## src/rtl/tdp_ram_arbiter.sv

```systemverilog
// tdp_ram_arbiter: round-robin arbiter that shares a true dual-port RAM among NUM_REQ requesters,
// granting up to two hazard-free accesses per cycle and routing read data back one cycle later.
module tdp_ram_arbiter #(
   parameter int DATA_WIDTH = 32,
   parameter int ADDR_WIDTH = 10,
   parameter int NUM_REQ    = 4
) (
   input  logic                           clk,
   input  logic                           rst_n,
   input  logic [NUM_REQ-1:0]             req_valid,
   output logic [NUM_REQ-1:0]             req_ready,
   input  logic [NUM_REQ-1:0]             req_we,
   input  logic [NUM_REQ*ADDR_WIDTH-1:0]  req_addr,
   input  logic [NUM_REQ*DATA_WIDTH-1:0]  req_wdata,
   output logic [NUM_REQ-1:0]             rsp_valid,
   output logic [NUM_REQ*DATA_WIDTH-1:0]  rsp_rdata,
   output logic                           ena,
   output logic                           wea,
   output logic [ADDR_WIDTH-1:0]          addra,
   output logic [DATA_WIDTH-1:0]          dina,
   output logic                           enb,
   output logic                           web,
   output logic [ADDR_WIDTH-1:0]          addrb,
   output logic [DATA_WIDTH-1:0]          dinb,
   input  logic [DATA_WIDTH-1:0]          douta,
   input  logic [DATA_WIDTH-1:0]          doutb
);
   localparam int IDX_W = $clog2(NUM_REQ);

   logic [ADDR_WIDTH-1:0] addr  [NUM_REQ];
   logic [DATA_WIDTH-1:0] wdata [NUM_REQ];
   logic [IDX_W-1:0]      rr_q, rr_d, a_idx, b_idx, last_idx;
   logic                  a_fnd, b_fnd, gnt_a, gnt_b;
   logic                  tag_a_vld_q, tag_a_vld_d, tag_b_vld_q, tag_b_vld_d;
   logic [IDX_W-1:0]      tag_a_idx_q, tag_b_idx_q;

   for (genvar i = 0; i < NUM_REQ; i++) begin : g_unpack
      assign addr[i]  = req_addr[i*ADDR_WIDTH +: ADDR_WIDTH];
      assign wdata[i] = req_wdata[i*DATA_WIDTH +: DATA_WIDTH];
   end

   // Scan from rr_q; B takes the first later requester that does not hazard against A.
   always_comb begin : arb
      int j;
      a_fnd = 1'b0;
      b_fnd = 1'b0;
      a_idx = '0;
      b_idx = '0;
      j     = 0;
      for (int k = 0; k < NUM_REQ; k++) begin
         j = int'(rr_q) + k;
         if (j >= NUM_REQ) j = j - NUM_REQ;
         if (req_valid[j]) begin
            if (!a_fnd) begin
               a_fnd = 1'b1;
               a_idx = IDX_W'(j);
            end else if (!b_fnd && !((addr[j] == addr[a_idx]) && (req_we[j] || req_we[a_idx]))) begin
               b_fnd = 1'b1;
               b_idx = IDX_W'(j);
            end
         end
      end
   end

   assign gnt_a = a_fnd & rst_n;
   assign gnt_b = b_fnd & rst_n;

   always_comb begin
      req_ready = '0;
      for (int k = 0; k < NUM_REQ; k++)
         req_ready[k] = (gnt_a && a_idx == IDX_W'(k)) || (gnt_b && b_idx == IDX_W'(k));
   end

   assign ena   = gnt_a;
   assign wea   = gnt_a & req_we[a_idx];
   assign addra = gnt_a ? addr[a_idx] : '0;
   assign dina  = gnt_a ? wdata[a_idx] : '0;
   assign enb   = gnt_b;
   assign web   = gnt_b & req_we[b_idx];
   assign addrb = gnt_b ? addr[b_idx] : '0;
   assign dinb  = gnt_b ? wdata[b_idx] : '0;

   assign last_idx    = gnt_b ? b_idx : a_idx;
   assign rr_d        = !gnt_a ? rr_q : (last_idx == IDX_W'(NUM_REQ-1)) ? '0 : last_idx + 1'b1;
   assign tag_a_vld_d = gnt_a & ~req_we[a_idx];
   assign tag_b_vld_d = gnt_b & ~req_we[b_idx];

   always_ff @(posedge clk or negedge rst_n) begin
      if (!rst_n) begin
         rr_q        <= '0;
         tag_a_vld_q <= 1'b0;
         tag_b_vld_q <= 1'b0;
         tag_a_idx_q <= '0;
         tag_b_idx_q <= '0;
      end else begin
         rr_q        <= rr_d;
         tag_a_vld_q <= tag_a_vld_d;
         tag_b_vld_q <= tag_b_vld_d;
         tag_a_idx_q <= a_idx;
         tag_b_idx_q <= b_idx;
      end
   end

   always_comb begin
      rsp_valid = '0;
      rsp_rdata = '0;
      for (int k = 0; k < NUM_REQ; k++) begin
         rsp_valid[k] = (tag_a_vld_q && tag_a_idx_q == IDX_W'(k)) || (tag_b_vld_q && tag_b_idx_q == IDX_W'(k));
         rsp_rdata[k*DATA_WIDTH +: DATA_WIDTH] = (tag_a_vld_q && tag_a_idx_q == IDX_W'(k)) ? douta :
                                                 (tag_b_vld_q && tag_b_idx_q == IDX_W'(k)) ? doutb : '0;
      end
   end
endmodule

```

## config.mk

```make
export PLATFORM = sky130hd
export DESIGN_NAME = tdp_ram_arbiter
export DESIGN_NICKNAME = d
export VERILOG_FILES = /design/src/rtl/tdp_ram_arbiter.sv
export SDC_FILE = /design/constraint.sdc
export NUM_CORES = 1
export LEC_CHECK = 0
export BUFFER_PORTS_ARGS = -buffer_cell sky130_fd_sc_hd__buf_4
export CORE_AREA = 2 2 183 185
export CTS_CLUSTER_SIZE = 24
export DETAILED_ROUTE_END_ITERATION = 6
export DIE_AREA = 0 0 185 187
export HOLD_SLACK_MARGIN = 0.02
export PLACE_DENSITY = 0.5
export SYNTH_ARGS = -nofsm -noshare
export SYNTH_HDL_FRONTEND = slang
export SYNTH_SLANG_ARGS = --single-unit
```

## constraint.sdc

```tcl
create_clock -name clk -period 5.3 [get_ports clk]
set_input_delay 0.53 -clock clk [delete_from_list [all_inputs] [get_ports clk]]
set_output_delay 0.53 -clock clk [all_outputs]
set_load 0.005 [all_outputs]
```

# --- Word level (Yosys, flattened, before mapping) ---
# Index checks and enable logic that the tools add are counted.
# Widths: inputs -> output; s select.
word_totals:
  register_bits: 8
  rom_bits: 0
  memories: 0
  latch_bits: 0
  mem_bits_rw: 0
op_classes:
  shift: 0
  div: 0
  muxes: 108
  n_mul: 0
  reduce_logical: 40
  n_eq_ne: 16
  bitwise_logic: 16
  n_addsub: 8
  n_lt_le_gt_ge: 21
ops:
  columns: ["operator", "count"]
  rows:
  - ["$mux 32", 18]
  - ["$mux 10", 18]
  - ["$bmux 10 s2", 8]
  - ["$bmux 32 s2", 2]
  - ["$lt 32x4->1 const B", 4]
  - ["$ge 32x3->1 const B", 3]
  - ["$not 32->32", 3]
  - ["$mux 2", 18]
  - ["$mux 1", 32]
  - ["$eq 10x10->1", 3]
  - ["$bmux 1 s2", 12]
  - ["$ge 3x3->1 const B", 8]
  - ["$logic_and 1x1->1", 21]
  - ["$eq 2x2->1 const B", 9]
  - ["$lt 2x3->1 const B", 5]
  - ["$not 2->3", 5]
  - ["$sub 3x3->4 const B", 3]
  - ["$logic_or 1x1->1", 11]
  - ["$eq 2x1->1 const B", 4]
  - ["$logic_not 2->1", 4]
  - ["$add 2x2->3 const B", 2]
  - ["$and 1x1->1", 6]
  - ["$logic_not 1->1", 4]
  - ["$sub 2x3->4 const B", 1]
  - ["other kinds (4)", 5]

# --- Depth between registers and ports, before layout ---
depth:
  ltp_word: 30
  mapped_depth: 23

# --- Least setup slack after synthesis ---
# OpenSTA, ideal clock, no wires.
synth_path:
  path_kind: "reg-to-output"
  start: "register rr_q[0]"
  end: "output addrb[3]"
  path_buffers: 6
  path_slack_ns: -0.043
  stages_incl_launch_ff: 22
  arrival_ns: 4.813
  required_time_ns: 4.770
  cell_sequence: "dfrtp_1 > buf_2 > buf_2 > buf_2 > buf_2 > nor2b_1 > a21oi_1 > o21ai_0 > ha_1 > inv_1 > buf_2 > mux4_2 > xnor2_1 > o2111ai_1 > o32ai_1 > nand4_1 > a211oi_1 > nor3_2 > inv_2 > buf_2 > mux2i_1 > o22ai_1"
synth_between:
  elab_chain_cells: 30
synth_rtl:
  columns: ["element", "line_no", "rtl"]
  rows:
  - ["from (decl)", "32", "logic [IDX_W-1:0] rr_q, rr_d, a_idx, b_idx, last_idx;"]
  - ["from (signal assigned)", "96", "rr_q <= rr_d;"]
  - ["$sub 2x3->4 or $ge 2x3->1 (tied branches)", "52", "if (j >= NUM_REQ) j = j - NUM_REQ;"]
  - ["$mux 32", "52", null]
  - ["$bmux 1 s2", "53", "if (req_valid[j]) begin"]
  - ["$mux 1 (implied by the code) (2 in a row)", "53", null]
  - ["$mux 2", "53", null]
  - ["$not 2->3 (implied by the code)", "57", "end else if (!b_fnd && !((addr[j] == addr[a_idx]) && (req_we[j] || req_we[a_idx]))) begin"]
  - ["$bmux 10 s2", "57", null]
  - ["$mux 10 (implied by the code) (2 in a row)", "57", null]
  - ["[... 11 more ...]", null, null]
  - ["$logic_and 1x1->1", "57", null]
  - ["$mux 2", "57", null]
  - ["$mux 2", "54", "if (!a_fnd) begin"]
  - ["$mux 2", "53", null]
  - ["$not 2->3 (implied by the code)", "80", "assign addrb = gnt_b ? addr[b_idx] : '0;"]
  - ["$bmux 10 s2", "80", null]
  - ["$mux 10 (implied by the code) (2 in a row)", "80", null]
  - ["$mux 10 *", "80", null]
  - ["to (decl)", "23", "output logic [ADDR_WIDTH-1:0] addrb,"]
# Every way passes the cells marked *; elsewhere a longest branch is shown, timed or not. The select of a mux whose other input is x is not followed.

# --- Final worst setup path ---
layout_path:
  start: "register rr_q[0]"
  end: "output dinb[1]"
layout_between:
  elab_chain_cells: 30
layout_rtl:
  columns: ["element", "line_no", "rtl"]
  rows:
  - ["$sub 2x3->4 or $ge 2x3->1 (tied branches)", "52", null]
  - ["$mux 32", "52", null]
  - ["$bmux 1 s2", "53", null]
  - ["$mux 1 (implied by the code) (2 in a row)", "53", null]
  - ["$mux 2", "53", null]
  - ["$not 2->3 (implied by the code)", "57", null]
  - ["$bmux 10 s2", "57", null]
  - ["$mux 10 (implied by the code) (2 in a row)", "57", null]
  - ["[... 12 more ...]", null, null]
  - ["$mux 2", "57", null]
  - ["$mux 2", "54", null]
  - ["$mux 2 *", "53", null]
  - ["named net b_idx[0]", "32", null]
  - ["$not 2->3 (implied by the code) *", "81", "assign dinb = gnt_b ? wdata[b_idx] : '0;"]
  - ["$bmux 32 s2 *", "81", null]
  - ["$mux 32 (implied by the code) * (2 in a row)", "81", null]
  - ["$mux 32 *", "81", null]
  - ["to (decl)", "24", "output logic [DATA_WIDTH-1:0] dinb,"]
# Mark *: on every way through the listed nets, which the timed path passes. The rest lies on a longest branch. The select of a mux whose other input is x is not followed.

==> run summary <==
The flow ran to the end, and the final reports show no timing, DRC or antenna violations. In this run the power density over the cells is 583 mW/mm2. Type of the setup path with the least slack: reg2out. The tools report the total area of multi-input combinational cells as 0.00655 mm2.

The tools report the number of H-tree levels as 1. The fraction of synthesized cell area taken by the top area cell type is 24.1%. Multiplexer cells account for 45.3% of the synthesized area. From synthesis to final layout, the design area changed by 60.5%. The pre-antenna-repair detailed-routing pass consisted of 5 iterations.

The number of antenna violations at the first check in global routing was 2. For the site row count, the log shows 67. The first global-routing pass estimated 57,200 um of wire.

For this run, the slowest stage of the critical path takes 0.52 ns. In this run, the number of DRC markers left after iteration 0 of detailed routing was 511. Entering global routing, the biggest net connects 44 pins. The tool flagged a number of max-cap violations equal to 0. Following the worst setup path forward leads to its endpoint at dinb[1].

The number of antenna diodes in the final layout is 0. Main combinational cell family by area after synthesis: multiplexers. Counting flops with a built-in enable in the synthesized netlist gives 0. Sorting the synthesized cells by area gives the leading types as mux2i_1 24%, a22o_1 16%, mux4_2 14%, mux2_2 7.1%, a211oi_1 4.8%.

Global routing consumed, on the met1 layer, 26.1% of the routing resources. Summing the areas of all and, or, nand and nor instances in the mapped netlist gives 10.0% of the synthesized area. The slowest cell on the critical path is dfrtp_4. Summing over every cut layer, the via total after detailed routing is 9,212. The max-slew violation count is 0, and the routed wire length per instance is 23.0 um.

Setup violations remaining at the end of the flow were counted as 0. The clock passes through at most 2 buffers. Of the cells placed in the final design, the portion with a size suffix greater than 1 is 50.7%. The synthesized netlist devotes 3.56% of its cell area to XOR and XNOR gates. The leakage power was 5.27 nW.

The highest ir drop seen on vdd came out at 0.266 mV. For the number of placed I/O pins, the log shows 466. For the routability-driven placement congestion ratio, the log shows 0.895. The worst register-to-register path has a setup slack of 1.07 ns. The worst hold path belongs to the class in2async. The worst-case reg-to-reg path depth works out to 18. After detailed routing, the total wire length is 39,500 um.

Detailed placement finished with a half-perimeter wire length of 30,700 um. Setup repair after global routing could not meet its margin everywhere. The tools report the via count of the first global-routing pass as 8,986.

The critical path goes through buf_4 -> buf_4 -> or3b_1 -> a21boi_1 -> a21oi_1 -> buf_4 -> mux2i_2 -> buf_12 -> mux2i_1 -> xnor2_1 -> o2111ai_1 -> nor4_2 -> nand2b_1 -> o311ai_4 -> or2_2 -> buf_12 -> o22ai_1 -> buf_4. The floorplan step defined a die boundary enclosing 0.0346 mm2. met2 is the most crowded layer. The met3 usage was 4.13%; the critical path data required time was 4.77 ns. The final-layout fill cell count is 3,466.

Number of remaining DRC errors: 0. After detailed placement, the design holds a cell count of 1,707. During placement, the flow inserted port buffers numbering 465. Critical path launch point type: a flop.

In this run, synthesis produced a sequential element count of 8. Post-route fraction of the period consumed by the critical path: 96.7%. The number of clock buffers added by TritonCTS is 3. Worst flop-to-flop path endpoint: tag_b_vld_q. The type of destination of the critical path was an output port. The total power consumption of the routed design was 6.68 mW. The total overflow left after global routing is 0. The clock transition at the registers of the reported paths is 0.04 ns.

Launching element of the worst setup path: rr_q[0]. Post-route worst hold slack: 0.125 ns. Derived from the worst setup path, the maximum achievable clock frequency is 195 MHz. For the worst max-slew margin expressed relative to the limit, the log shows 49.2%. The cell area that synthesis handed to floorplanning was 0.00714 mm2. In this design, the critical path's most frequently occurring cell is buf_4. For the total clock sinks, the log shows 8. The logs give 21.3% for the total routing resource utilization after global routing and 0.23 ns for the clock latency reported for the late side of the worst-skew pair. TritonCTS built the clock tree.

The clock arrives with 0.00716 ns of skew. The share of flip-flops with an asynchronous set or reset was 100%. At the end of the flow, the number of nets in the layout was 1,511. After Yosys synthesis, full adders, half adders and majority gates account for 0.316% of the synthesized area. For this run, the number of Yosys warnings is 0. Among all flip-flop cells after synthesis, the most frequent one is dfrtp_1. Using the TritonRoute via totals, the vias-per-cell ratio works out to 5.37.

For the worst setup path, the data arrival time is 4.59 ns. The count of distinct cell types in the synthesized netlist came out at 63. The number of cells produced by synthesis is 840, and the worst-margin pin slew is 0.759 ns. The tools report the beginning of the worst register-to-register path as rr_q[0]. In the global route stage, met2 resource usage came out at 36.9%.

After layout, the minimum clock period comes to 5.12 ns. The biggest area contributor in the post-synthesis netlist is mux2i_1. Registers take 205 um2. The die boundary height came out at 187 um. After detailed placement, the total cell area comes to 0.0113 mm2. The root buffer cell chosen for the clock tree is clkbuf_16. Measured along the x axis, the die boundary spans 185 um. The placeable core region is 0.0329 mm2, and the largest fanout on the critical path is 40. Summing the areas of all compound-gate instances in the mapped netlist gives 31.0% of the synthesized area. The final non-filler cell area was 0.0115 mm2; the average size of a mapped cell was 8.49 um2. Of the synthesized area, sequential elements account for 2.81%. The number of routed nets with antenna violations came out at 0. Once the floorplan was initialized, standard cells occupied 21.7% of the core.

For this design, the CTS-stage hold fixing added 0 buffers. The count of non-filler cells in the finished layout is 1,715, and the number of nets in the synthesized netlist is 1,083. For the number of hold-slack violations in the final timing report, the log shows 0.
cells by family after synthesis:
family	count (synthesis)
buffers and inverters	105
XOR/XNOR	29
flip-flops	8
AO/OA/AOI/OAI	285
multiplexers	262
adder cells (fa/ha/maj)	2
AND/OR/NAND/NOR	149
flip-flops by register name, indices dropped and copies added, names as in the netlist:
name,count
rr_q,2
tag_b_idx_q,2
tag_b_vld_q,1
tag_a_vld_q,1
tag_a_idx_q,2
power breakdown:
part           internal (mW)  switching, mW
combinational           3.17           3.22
sequential            0.0946         0.0621
clock                  0.100         0.0310
total                   3.37           3.31
Yosys cell counts (14+ instances only):
library cell  number
mux2i_1          172
a22o_1           129
nor2_1            55
o22ai_1           47
a211oi_1          46
clkbuf_1          45
mux2_2            45
mux4_2            43
nand2_1           40
buf_2             33
xnor2_1           16
o21ai_0           15
a21oi_1           14
layout make-up:
type                       instances  share of cell area (%)
clock buffer                       4                   0.688
inverter                          10                   0.349
multi-input combinational        727                    57.2
sequential                         8                    1.79
tap                              448                    4.89
timing repair buffer             518                    35.1
per-stage QoR:
step / setup TNS, ns / setup WS (ns) / utilization [%]
2_1_floorplan: 0 / 0.104 / -
3_3_place_gp: 0 / 0.369 / 34.4
3_5_place_dp: 0 / 0.310 / 34.4
4_1_cts: 0 / 0.106 / 34.6
5_1_grt: -0.118 / -0.0363 / 34.9
6_report: 0 / 0.176 / 34.9
worst min-delay path by stage:
stage	to	slack, ns	cells past startpoint
5_1_grt	tag_a_vld_q	0.13	1
2_1_floorplan	rr_q[0]	0.23	0
3_5_place_dp	tag_b_idx_q[1]	0.38	1
6_report	tag_a_vld_q	0.13	1
4_1_cts	tag_a_vld_q	0.13	1
3_3_place_gp	tag_b_idx_q[1]	0.37	1
layout by cell type (no fill, tap or decap), drive strengths merged, types with 2 or more instances in the layout:
cell,Yosys,layout
buf,50,518
mux2i,174,174
a22o,129,129
nor2,55,55
o22ai,47,47
a211oi,46,46
mux2,45,45
mux4,43,43
nand2,40,40
xnor2,16,16
o21ai,16,16
a21oi,14,14
xor2,13,13
and3,8,8
inv,8,8
dfrtp,8,8
nand2b,7,7
nand4,6,6
a21boi,6,6
nand3,5,5
o2111ai,5,5
or3,4,4
nor2b,4,4
nor4,4,4
clkbuf,45,4
nor3,4,4
nand3b,3,3
o211ai,3,3
o31ai,2,2
clkinv,2,2
and2,2,2
a31o,2,2
nor3b,2,2
or3b,2,2
a32oi,2,2
o32ai,2,2
timing repair:
| item | CTS | global route |
|---|---|---|
| setup buffers | 0 | 4 |
| setup endpoints to repair | 0 | 47 |
| resized for setup | 0 | 12 |
critical path, delay by kind of cell (launching register included):
kind / cells / cell delay (ns)
AO/OA/AOI/OAI: 5 / 0.76
AND/OR/NAND/NOR: 4 / 1.33
buffers and inverters: 6 / 1.04
flip-flops: 1 / 0.52
multiplexers: 2 / 0.48
XOR/XNOR: 1 / 0.19
metal layers:
layer  vias up  share of wire, %  routed length (um)
met1      4466                39               15600
met2       444                49               19200
li1       4240                 -                   -
met5         -             0.068                  27
met3        58               7.8                3090
met4         4               4.0                1570
No activity file was read; power rests on OpenSTA's default activity.
